`src/rtl/mossbauer_pkg.sv`:
```
// Shared types and helpers for the Mossbauer velocity-drive DAC.
package mossbauer_pkg;

  typedef enum logic {IDLE = 1'b0, RUN = 1'b1} state_t;

  localparam int N_DEFAULT = 1024;
  localparam int CH_W      = $clog2(N_DEFAULT);

  // Clamp a 32-bit accumulator to a dw-bit signed range, result sign-extended.
  function automatic logic signed [31:0] sat_dac(input logic signed [31:0] acc, input int dw);
    logic signed [31:0] hi, lo;
    hi = (32'sd1 <<< (dw - 1)) - 32'sd1;
    lo = -hi - 32'sd1;
    if (acc > hi)      return hi;
    else if (acc < lo) return lo;
    else               return acc;
  endfunction

endpackage

```
`src/rtl/mossbauer_dwell_timer.sv`:
```
// Per-channel dwell counter; flags the last cycle of each channel.
module mossbauer_dwell_timer (
  input  logic        i_clk,
  input  logic        i_rst_n,
  input  logic        i_load,
  input  logic [31:0] i_dwell,
  output logic        o_last_cycle
);

  logic [31:0] r_cnt;
  logic [31:0] w_lim;

  // A dwell of 0 behaves as 1, so the limit never underflows.
  assign w_lim        = (i_dwell == 32'd0) ? 32'd0 : i_dwell - 32'd1;
  assign o_last_cycle = (r_cnt == w_lim);

  always_ff @(posedge i_clk or negedge i_rst_n) begin
    if (!i_rst_n)                     r_cnt <= '0;
    else if (i_load || o_last_cycle)  r_cnt <= '0;
    else                              r_cnt <= r_cnt + 32'd1;
  end

endmodule

```
`src/rtl/mossbauer_velocity_dac.sv`:
```
// Triangle velocity drive for the Mossbauer transducer, one step per channel,
// with channel/frame markers for velocity binning on the acquisition side.
module mossbauer_velocity_dac
  import mossbauer_pkg::*;
#(
  parameter int DAC_WIDTH        = 14,
  parameter int AXIS_TDATA_WIDTH = 32,
  parameter int N                = 1024
) (
  input  logic                        adc_clk,
  input  logic                        aresetn,
  input  logic                        enable,
  input  logic [AXIS_TDATA_WIDTH-1:0] cfg_dwell,
  input  logic [AXIS_TDATA_WIDTH-1:0] cfg_start,
  input  logic [AXIS_TDATA_WIDTH-1:0] cfg_step,
  output logic [AXIS_TDATA_WIDTH-1:0] dac_dat,
  output logic [$clog2(N)-1:0]        channel,
  output logic                        chan_strobe,
  output logic                        frame_start,
  output logic [31:0]                 frame_count,
  output logic                        busy
);

  localparam int                 CH_BITS = $clog2(N);
  localparam logic [CH_BITS-1:0] LAST_CH = CH_BITS'(N - 1);
  localparam logic [CH_BITS-1:0] HALF_CH = CH_BITS'(N / 2);

  state_t              r_state;
  logic [31:0]         r_dwell;
  logic signed [31:0]  r_step;
  logic signed [31:0]  r_acc;

  logic                w_last;
  logic                w_frame_end;
  logic                w_start;
  logic [CH_BITS-1:0]  w_next_ch;
  logic signed [31:0]  w_acc_next;
  logic signed [31:0]  w_cfg_start;

  mossbauer_dwell_timer u_timer (
    .i_clk        (adc_clk),
    .i_rst_n      (aresetn),
    .i_load       (r_state == IDLE),
    .i_dwell      (r_dwell),
    .o_last_cycle (w_last)
  );

  assign w_cfg_start = 32'(cfg_start);
  assign w_frame_end = (r_state == RUN) && w_last && (channel == LAST_CH);
  assign w_start     = enable && ((r_state == IDLE) || w_frame_end);

  // Rising half adds, the first falling channel holds (flat top), then subtract.
  always_comb begin
    w_next_ch  = channel + 1'b1;
    w_acc_next = r_acc;
    if (w_next_ch < HALF_CH)       w_acc_next = r_acc + r_step;
    else if (w_next_ch > HALF_CH)  w_acc_next = r_acc - r_step;
  end

  always_ff @(posedge adc_clk or negedge aresetn) begin
    if (!aresetn) begin
      r_state     <= IDLE;
      r_dwell     <= '0;
      r_step      <= '0;
      r_acc       <= '0;
      dac_dat     <= '0;
      channel     <= '0;
      chan_strobe <= 1'b0;
      frame_start <= 1'b0;
      frame_count <= '0;
      busy        <= 1'b0;
    end else begin
      chan_strobe <= 1'b0;
      frame_start <= 1'b0;
      if (w_frame_end) frame_count <= frame_count + 32'd1;

      if (w_start) begin
        // New frame: shadow config is taken from the live inputs right now.
        r_state     <= RUN;
        r_dwell     <= 32'(cfg_dwell);
        r_step      <= 32'(cfg_step);
        r_acc       <= w_cfg_start;
        dac_dat     <= AXIS_TDATA_WIDTH'(sat_dac(w_cfg_start, DAC_WIDTH));
        channel     <= '0;
        chan_strobe <= 1'b1;
        frame_start <= 1'b1;
        busy        <= 1'b1;
      end else if (w_frame_end || (r_state == IDLE)) begin
        r_state <= IDLE;
        dac_dat <= '0;
        channel <= '0;
        busy    <= 1'b0;
      end else if (w_last) begin
        channel     <= w_next_ch;
        chan_strobe <= 1'b1;
        r_acc       <= w_acc_next;
        dac_dat     <= AXIS_TDATA_WIDTH'(sat_dac(w_acc_next, DAC_WIDTH));
      end
    end
  end

endmodule

```
`config.mk`:
```
export PLATFORM = sky130hd
export DESIGN_NAME = mossbauer_velocity_dac
export DESIGN_NICKNAME = d
export VERILOG_FILES = /design/src/rtl/mossbauer_pkg.sv /design/src/rtl/mossbauer_dwell_timer.sv /design/src/rtl/mossbauer_velocity_dac.sv
export SDC_FILE = /design/constraint.sdc
export NUM_CORES = 1
export LEC_CHECK = 0
export BUFFER_PORTS_ARGS = -buffer_cell sky130_fd_sc_hd__buf_4
export CORE_UTILIZATION = 35
export DETAILED_ROUTE_END_ITERATION = 6
export GPL_TIMING_DRIVEN = 0
export SYNTH_ARGS = -nofsm -noshare
export SYNTH_HDL_FRONTEND = slang
export SYNTH_SLANG_ARGS = --single-unit
```
`constraint.sdc`:
```
create_clock -name adc_clk -period 13.15 [get_ports adc_clk]
set_clock_uncertainty 0.1 [all_clocks]
set_input_delay 1.315 -clock adc_clk [delete_from_list [all_inputs] [get_ports adc_clk]]
set_output_delay 1.315 -clock adc_clk [all_outputs]
set_load 0.02 [all_outputs]
```
==> results of run 1 <==
[cells by family after synthesis]
group / synth area share (%)
AND/OR/NAND/NOR: 25.3
AO/OA/AOI/OAI: 22.6
flip-flops: 32.7
buffers and inverters: 5.50
XOR/XNOR: 5.31
adder cells (fa/ha/maj): 5.75
multiplexers: 2.80
[where the power goes]
part           switching (mW)  total, mW  leakage [nW]  internal, mW
Clock                   0.303      0.768         0.435         0.465
Combinational           0.594      0.944          5.28         0.350
Sequential             0.0824      0.776          2.61         0.693
Total                   0.979       2.49          8.32          1.51
[flip-flops by register name (all words and copies together) (netlist names)]
signal and count:
frame_start 1, u_timer.r_cnt 32, r_dwell 32, r_acc 32, r_state 1, chan_strobe 1
r_step 32, channel 10, dac_dat 32, frame_count 32
[through the flow]
step / hold WS [ns] / utilization (%)
after floorplan: 0.370 / -
after global placement: 0.362 / 40.1
after detailed placement: 0.362 / 40.3
after CTS: 0.375 / 42.4
after global routing: 0.395 / 42.4
final: 0.373 / 42.4
[worst max-delay path by stage]
stage                          start                      end  slack (ns)  cells after the start
6_report       r_step[0]$_DFFE_PN0P_   dac_dat[3]$_DFFE_PN0P_        6.36                     18
5_1_grt        r_step[0]$_DFFE_PN0P_  dac_dat[17]$_DFFE_PN0P_        5.94                     17
4_1_cts        r_step[0]$_DFFE_PN0P_   dac_dat[3]$_DFFE_PN0P_        6.52                     18
3_5_place_dp   r_step[0]$_DFFE_PN0P_   dac_dat[3]$_DFFE_PN0P_        6.63                     18
3_3_place_gp   r_step[0]$_DFFE_PN0P_   dac_dat[4]$_DFFE_PN0P_        6.57                     18
2_1_floorplan  r_acc[17]$_DFFE_PN0P_   dac_dat[4]$_DFFE_PN0P_        8.33                     18
[layout make-up]
| type | count | area share [%] |
|---|---|---|
| multi-input combinational | 1546 | 51.8 |
| sequential | 205 | 27.4 |
| timing repair buffer | 177 | 7.35 |
| tap | 592 | 3.95 |
| clock buffer | 35 | 3.87 |
| buffer | 120 | 2.92 |
| inverter | 83 | 1.69 |
| clock inverter | 11 | 1.00 |
[routing by layer]
layer	share of wire [%]	GRT usage (%)	vias up
li1	-	-	7456
met1	46	36.2	7753
met2	43	37.5	687
met3	8.7	4.26	80
met4	2.5	6.72	0
met5	0	0	-
[placed cells by master, fill, tap and decap left out, types with 23 or more instances in the layout]
master       n
nand4_1     39
inv_1       81
nor3_1      47
clkbuf_1    89
mux2i_1     36
nor4_1      29
xor2_1      42
ha_1        69
dfrtp_1    205
o22ai_1     29
a21oi_1    101
nor2_1     207
o21ai_0    128
nor2b_1     25
xnor2_1     48
clkbuf_16   26
and3_1      28
nand2_1    247
buf_4      176
o31ai_1     25
nand2b_1    23
nand3_1     59
==> metrics.yaml, run 1 <==
dr.first_iter.drc_count: 1475
crit_buf_inv: 1
reg2reg_depth: 18
routed_wl_um: 57100
min-delay-start: "frame_count[31]$_DFFE_PN0P_"
area_growth_pct: 19.3
yosys_warnings: 0
finalSetupViolations: 0
post-route-cell-area_um2: 18700
status: "complete, no violations"
syn_nets: 2124
clkLatencyLatePin_ns: 0.58
grt_first_pass_wirelength_um: 88000
grt_use_total_pct: 24.8
final.setup.tns_ns: 0
cts_tree: "built"
synth_cell_types: 92
via_count: 16000
die_height_um: 214
synth_edf_count: 0
cts_buffer_depth: 3
gp_congestion: 0.972
n_fill_cell: 4523
routed_via_density: 5.77
synthFlopType: "dfrtp_1"
core_area_um2: 44200
drive_above_1_share_pct: 13.9
die_x_um: 214
hold_buffers: 0
hpwl_um: 44800
synthArstFlopShare_pct: 100
cpMaxStageDelayCell: "o311ai_0"
worstSetupPathType: "flip-flop to flip-flop"
io_pins: 176
multiInputGateArea_um2: 9710
max_freq_mhz: 147
synth_area_per_cell_um2: 8.03
diodes: 0
synth_top_area_cell: "dfrtp_1"
finalCriticalPeriod_ns: 6.79
ys_top_cells_by_count: "nand2_1 (247), nor2_1 (207), dfrtp_1 (205)"
cts.sinks: 205
min_to: "frame_count[31]$_DFFE_PN0P_"
place_ws_ns: 6.63
grt_overflow: 0
reg2reg_to: "dac_dat[3]$_DFFE_PN0P_"
cts_buffers: 26
rrSetupSlack_ns: 6.36
cp_top_family: "compound AO/OA/AOI/OAI gates"
leakage_nw: 8.32
synth_area_um2: 15700
hold_violations: 0
grt_max_degree: 91
firstDrtPassIters: 5
required_ns: 13.52
worstMarginPinSlew_ns: 1.11
crit_fanout: 10
slowest_delay_ns: 0.82
synth_top_area_share_pct: 32.7
fp.dieArea_um2: 45700
cp-end-kind: "flip-flop"
period_share_pct: 51.6
dp.cells: 2723
post_cts_buffers: 0
r2r-start: "r_step[0]$_DFFE_PN0P_"
slew_violations: 0
finalWorstSetupSlack_ns: 6.36
startpoint_type: "flip-flop"
slew_headroom_pct: 25.0
synth_area_leaders: "dfrtp_1 (33%), nand2_1 (5.9%), ha_1 (5.5%)"
io_buffers: 175
register_area_um2: 5130
powerDensity_nw_per_um2: 133
ant_nets: 0
grt_pass1_vias: 14800
drv_cap: 0
htree_levels: 1
clkTransAtPathRegs_ns: 0.06
nets: 2329
yosysMostFrequentCell: "nand2_1"
finalNonFillerCells: 2769
dpl_cell_area_um2: 17800
hp-class: "flip-flop to flip-flop"
initial_core_util_pct: 35.5
grt_antenna_before_repair: 0
rsz0062_at_grt: "false"
drc_errors: 0
arrival_ns: 7.15
cts-root-buf: "clkbuf_16"
path_cells: "ha_1 -> fa_1 -> nor2b_1 -> o21ai_0 -> a21oi_1 -> o311ai_0 -> nand3_1 -> xnor2_1 -> a221oi_1 -> nand2_1 -> or4b_2 -> nor4b_1 -> nand4_1 -> ha_1 -> clkbuf_1 -> nor2_1 -> nor2_1 -> a21oi_1"
finalPower_mw: 2.49
ir_worst_vdd_v: 0.0000899
ys_ff_latch: 205
cts_resized: 0
wire_per_inst_um: 20.6
whs_path_depth: 1
syn_inst: 1954
rows: 77
ys_seq_area_share_pct: 32.7
No activity file was read; power rests on OpenSTA's default activity.
==> run 2: changes to the inputs <==
Clock period 13.15 ns to 6.05 ns, I/O delays scaled along.
==> run 2 against run 1 <==
Effect of this change: clock power rose by 120%; sequential power rose by 120%; routed wire length barely moved; global-route usage barely moved; design area rose by 0.40%; combinational power rose by 120%; cell count did not move; flip-flop and latch count did not move; critical path type unchanged; critical endpoint is now dac_dat[17]$_DFFE_PN0P_; largest power group unchanged.
==> metrics.yaml, run 2 (synthesis gave the netlist of run 1 again) <==
path_cells: "ha_1 -> clkbuf_1 -> or4_1 -> or3_1 -> nor3_2 -> o311ai_2 -> nand3_1 -> xnor2_1 -> a221oi_4 -> nand2_1 -> or4b_2 -> nor4b_1 -> nand4_1 -> ha_1 -> clkbuf_4 -> nor2_1 -> o21ai_0"
hold_violations: 0  # unchanged
hpwl_um: 44800  # unchanged
crit_buf_inv: 2  # +1
routed.top_layer: "met4"
die_x_um: 214  # unchanged
die_height_um: 214  # unchanged
htree_levels: 1  # unchanged
cp_top_family: "simple AND/OR/NAND/NOR gates"
hold_ws_ns: 0.107  # -0.266 ns
whs_path_depth: 3  # +2
crit_fanout: 10  # unchanged
status: "complete, no violations"
post-route-cell-area_um2: 18800  # +0.40%
diodes: 0  # unchanged
cts_tree: "built"
core_area_um2: 44200  # unchanged
grt_overflow: 0  # unchanged
rrSetupSlack_ns: 0.29  # -6.08 ns
finalCriticalPeriod_ns: 5.76  # -1.02 ns
wl_met2_um: 24500  # about the same
final_cell_mix: "nand2_1 (247), nor2_1 (207), dfrtp_1 (205)"
grt_antenna_before_repair: 0  # unchanged
startpoint_type: "flip-flop"
routed_via_density: 5.76  # about the same
rows: 77  # unchanged
grt_max_degree: 91  # unchanged
final.setup.tns_ns: 0  # unchanged
powerDensity_nw_per_um2: 289  # +120%
crit_path_end: "dac_dat[17]$_DFFE_PN0P_"
period_share_pct: 95.3  # +44 points
drc_errors: 0  # unchanged
utilization_pct: 42.5  # +0.17 points
wl_met3_um: 4610  # -7.2%
worstMarginPinSlew_ns: 1.07  # -0.0399 ns
cts_buffer_depth: 3  # unchanged
via_count: 16000  # -0.081%
cp_common_cell: "ha_1"
io_pins: 176  # unchanged
slew_headroom_pct: 27.7  # +2.7 points
ir_worst_vdd_v: 0.000196  # +120%
wl_met1_um: 26500  # +1.1%
arrival_ns: 6.11  # -1.04 ns
ant_nets: 0  # unchanged
routed_wl_um: 57100  # about the same
cp-end-kind: "flip-flop"
dpl_cell_area_um2: 17800  # unchanged
slew_violations: 0  # unchanged
worstSetupPathType: "flip-flop to flip-flop"
cts_buffers: 26  # unchanged
wire_per_inst_um: 20.6  # about the same
grt_first_pass_wirelength_um: 88200  # +0.17%
drive_above_1_share_pct: 14.4  # +0.55 points
fp.dieArea_um2: 45700  # unchanged
dr.first_iter.drc_count: 1319  # -11%
cts-root-buf: "clkbuf_16"
path_depth: 17  # -1
final_common_cell: "nand2_1"
drv_cap: 0  # unchanged
reg2reg_to: "dac_dat[17]$_DFFE_PN0P_"
area_growth_pct: 19.8
initial_core_util_pct: 35.5  # unchanged
grt_use_total_pct: 24.8  # +0.028 points
cpMaxStageDelayCell: "or4b_2"
grt_pass1_vias: 14800  # +0.15%
reg2reg_depth: 17  # -1
finalWorstSetupSlack_ns: 0.285  # -6.08 ns
leakage_nw: 8.34  # +0.30%
place_ws_ns: -0.471  # -7.10 ns
crit_start: "r_acc[17]$_DFFE_PN0P_"
slowest_delay_ns: 0.65  # -0.17 ns
gp_congestion: 0.972  # unchanged
clkLatencyLatePin_ns: 0.59  # about the same
rsz0062_at_grt: "false"
hp-class: "input port to flip-flop"
io_buffers: 175  # unchanged
nets: 2329  # unchanged
finalSetupViolations: 0  # unchanged
clkTransAtPathRegs_ns: 0.06  # about the same
r2r-start: "r_acc[17]$_DFFE_PN0P_"
max_freq_mhz: 173  # +18%
cts.sinks: 205  # unchanged
firstDrtPassIters: 6  # +1
required_ns: 6.39  # -7.13 ns
## run 2: cell types whose count changed in the layout (fill, tap and decap cells not counted), sizes merged
cell and change:
clkbuf -2, dlygate4sd3 +1, buf +1
## run 2: routing by layer
layer | vias up | track usage [%]
met5 | - | 0
li1 | 7447 | -
met1 | 7789 | 36.2
met3 | 82 | 4.26
met4 | 0 | 6.72
met2 | 645 | 37.5
## run 2: how the worst min path moves through the flow
| stage | startpoint | end | slack [ns] |
|---|---|---|---|
| final | cfg_dwell[19] | r_dwell[19]$_DFFE_PN0P_ | 0.11 |
| after global routing | cfg_dwell[17] | r_dwell[17]$_DFFE_PN0P_ | 0.10 |
| after CTS | cfg_dwell[6] | r_dwell[6]$_DFFE_PN0P_ | 0.08 |
| after detailed placement | frame_count[31]$_DFFE_PN0P_ | frame_count[31]$_DFFE_PN0P_ | 0.36 |
| after global placement | frame_count[31]$_DFFE_PN0P_ | frame_count[31]$_DFFE_PN0P_ | 0.36 |
| after floorplan | aresetn | chan_strobe$_DFF_PN0_ | 0.21 |
## run 2: layout make-up
class                      instances  area (µm²)
multi-input combinational       1546        9770
fill                            4514       25400
sequential                       205        5130
timing repair buffer             179        1390
inverter                          83         318
buffer                           118         544
clock inverter                    11         188
tap                              592         741
clock buffer                      35         724
## run 2: through the flow
stage,total power [mW],cells
3_5_place_dp,3.71,2723
3_3_place_gp,3.68,2721
6_report,5.44,2769
5_1_grt,5.73,2769
4_1_cts,5.41,2771
2_1_floorplan,3.02,1954
## run 2: repair_timing
action                                 4_1_cts  5_1_grt
setup buffers                                1        0
endpoints found under the hold margin       26        0
hold buffers                                 1        0
pin swaps                                    1        0
setup endpoints to repair                   31       49
resized for setup                            7       12
## run 2: power by group
group / internal (mW) / switching, mW / leakage [nW]
sequential: 1.51 / 0.179 / 2.61
clock: 1.01 / 0.660 / 0.435
combinational: 0.777 / 1.30 / 5.30
## run 2: tightest hold or removal path, stage by stage
cell and delay (ns):
buf_4 0.07, nand2_1 0.04, nand2_1 0.04
==> run 3: changes to the inputs <==
==> constraint.sdc (replaced) <==
create_clock -name adc_clk -period 6.05 [get_ports adc_clk]
set_clock_uncertainty 0.1 [all_clocks]
set_input_delay 0.9075 -clock adc_clk [delete_from_list [all_inputs] [get_ports adc_clk]]
set_output_delay 0.9075 -clock adc_clk [all_outputs]
set_load 0.02 [all_outputs]
==> run 3 against run 2 <==
Effect of this change: flip-flop and latch count did not move; hold slack got worse by 0.015 ns; non-clock buffer count fell by 1; power fell by 0.17%; first-iteration DRC count rose by 6.5%; critical path type unchanged.
==> metrics.yaml, run 3 (synthesis gave the netlist of run 1 again) <==
status: "complete, no violations"
powerDensity_nw_per_um2: 289  # -0.12%
grt_overflow: 0  # unchanged
grt_max_degree: 91  # unchanged
dr.first_iter.drc_count: 1405  # +6.5%
cts_buffer_depth: 3  # unchanged
slew_violations: 0  # unchanged
cts_buffers: 26  # unchanged
ant_nets: 0  # unchanged
gp_congestion: 0.972  # unchanged
hold_violations: 0  # unchanged
rows: 77  # unchanged
initial_core_util_pct: 35.5  # unchanged
io_pins: 176  # unchanged
place_ws_ns: -0.471  # unchanged
final_common_cell: "nand2_1"
grt_use_total_pct: 24.8  # unchanged
hp-class: "input port to async pin"
hpwl_um: 44800  # unchanged
hold_ws_ns: 0.0919  # -0.0151 ns
drc_errors: 0  # unchanged
wire_per_inst_um: 20.6  # about the same
cts_tree: "built"
period_share_pct: 94.9  # -0.38 points
io_buffers: 175  # unchanged
routed_via_density: 5.76  # -0.13%
worstMarginPinSlew_ns: 1.04  # -0.0370 ns
startpoint_type: "flip-flop"
rsz0062_at_grt: "false"
drive_above_1_share_pct: 14.4  # about the same
finalSetupViolations: 0  # unchanged
drv_cap: 0  # unchanged
die_height_um: 214  # unchanged
grt_first_pass_wirelength_um: 88200  # unchanged
grt_antenna_before_repair: 0  # unchanged
cts-root-buf: "clkbuf_16"
arrival_ns: 6.08  # -0.03 ns
fp.dieArea_um2: 45700  # unchanged
nets: 2328  # -0.043%
final_cell_mix: "nand2_1 (247), nor2_1 (207), dfrtp_1 (205)"
crit_fanout: 10  # unchanged
firstDrtPassIters: 6  # unchanged
cts.sinks: 205  # unchanged
utilization_pct: 42.5  # about the same
cp-end-kind: "flip-flop"
diodes: 0  # unchanged
grt_pass1_vias: 14800  # unchanged
htree_levels: 1  # unchanged
clkLatencyLatePin_ns: 0.58  # about the same
finalCriticalPeriod_ns: 5.74  # -0.0231 ns
final.setup.tns_ns: 0  # unchanged
slew_headroom_pct: 30.2  # +2.5 points
finalPower_mw: 5.43  # -0.17%
die_x_um: 214  # unchanged
ir_worst_vdd_v: 0.000195  # -0.60%
leakage_nw: 8.34  # about the same
clkTransAtPathRegs_ns: 0.06  # about the same
routed_wl_um: 57100  # about the same
max_freq_mhz: 174  # +0.40%
via_count: 15900  # -0.16%
required_ns: 6.39  # about the same
worstSetupPathType: "flip-flop to flip-flop"
core_area_um2: 44200  # unchanged
area_growth_pct: 19.8  # about the same
finalWorstSetupSlack_ns: 0.308  # +0.0230 ns
[run 3: cell types whose count changed in the layout (fill, tap and decap cells not counted)]
cell	previous run	this run
dlygate4sd3_1	1	0
[run 3: metrics by stage]
stage	instances	cell area [µm²]
after global placement	2721	17800
after floorplan	1954	15700
after global routing	2768	18800
after CTS	2770	18800
final	2768	18800
after detailed placement	2723	17800
[run 3: final cells by class]
type	instances	area (µm²)
inverters	83	318
repair buffers	178	1380
flip-flops and latches	205	5130
clock inverters	11	188
clock buffers	35	724
fillers	4513	25400
plain buffers	118	544
multi-input cells	1546	9770
well taps	592	741
[run 3: worst max-delay path, cell delays in order, from the launching register on]
cell,delay (ns)
dfrtp_1,0.46
ha_1,0.30
clkbuf_1,0.24
or4_1,0.56
or3_1,0.40
nor3_2,0.28
o311ai_2,0.24
nand3_1,0.17
xnor2_1,0.13
a221oi_4,0.44
nand2_1,0.10
or4b_2,0.66
nor4b_1,0.39
nand4_1,0.15
ha_1,0.40
clkbuf_4,0.25
nor2_1,0.23
o21ai_0,0.11
[run 3: per-layer routing]
layer  track usage (%)  wire (µm)  vias to the layer above
met2              37.5      24500                      635
met5                 0          0                        -
met3              4.26       4650                       86
met1              36.2      26400                     7771
li1                  -          -                     7445
met4              6.72       1520                        0
[run 3: path summary, 6_finish.rpt]
kind                                             startpoint                     endpoint  slack [ns]  cells after the start
worst max-delay path                  r_acc[17]$_DFFE_PN0P_      dac_dat[17]$_DFFE_PN0P_        0.31                     17
worst min-delay path                                aresetn       r_step[25]$_DFFE_PN0P_        0.09                      1
worst max register to register        r_acc[17]$_DFFE_PN0P_      dac_dat[17]$_DFFE_PN0P_        0.31                     17
worst min register to register  frame_count[31]$_DFFE_PN0P_  frame_count[31]$_DFFE_PN0P_        0.37                      1
max in group asynchronous                           aresetn      dac_dat[13]$_DFFE_PN0P_        4.57                      3
min in group adc_clk            frame_count[31]$_DFFE_PN0P_  frame_count[31]$_DFFE_PN0P_        0.37                      1
[run 3: what timing repair did]
item,in CTS,in global routing
hold buffers,0,0
setup endpoints to repair,31,49
pin swaps,1,0
resized for setup,7,12
setup buffers,1,0
[run 3: report_power, final]
| group | switching (mW) | internal [mW] |
|---|---|---|
| clock | 0.656 | 1.01 |
| sequential | 0.178 | 1.51 |
| combinational | 1.30 | 0.777 |
| total | 2.13 | 3.29 |
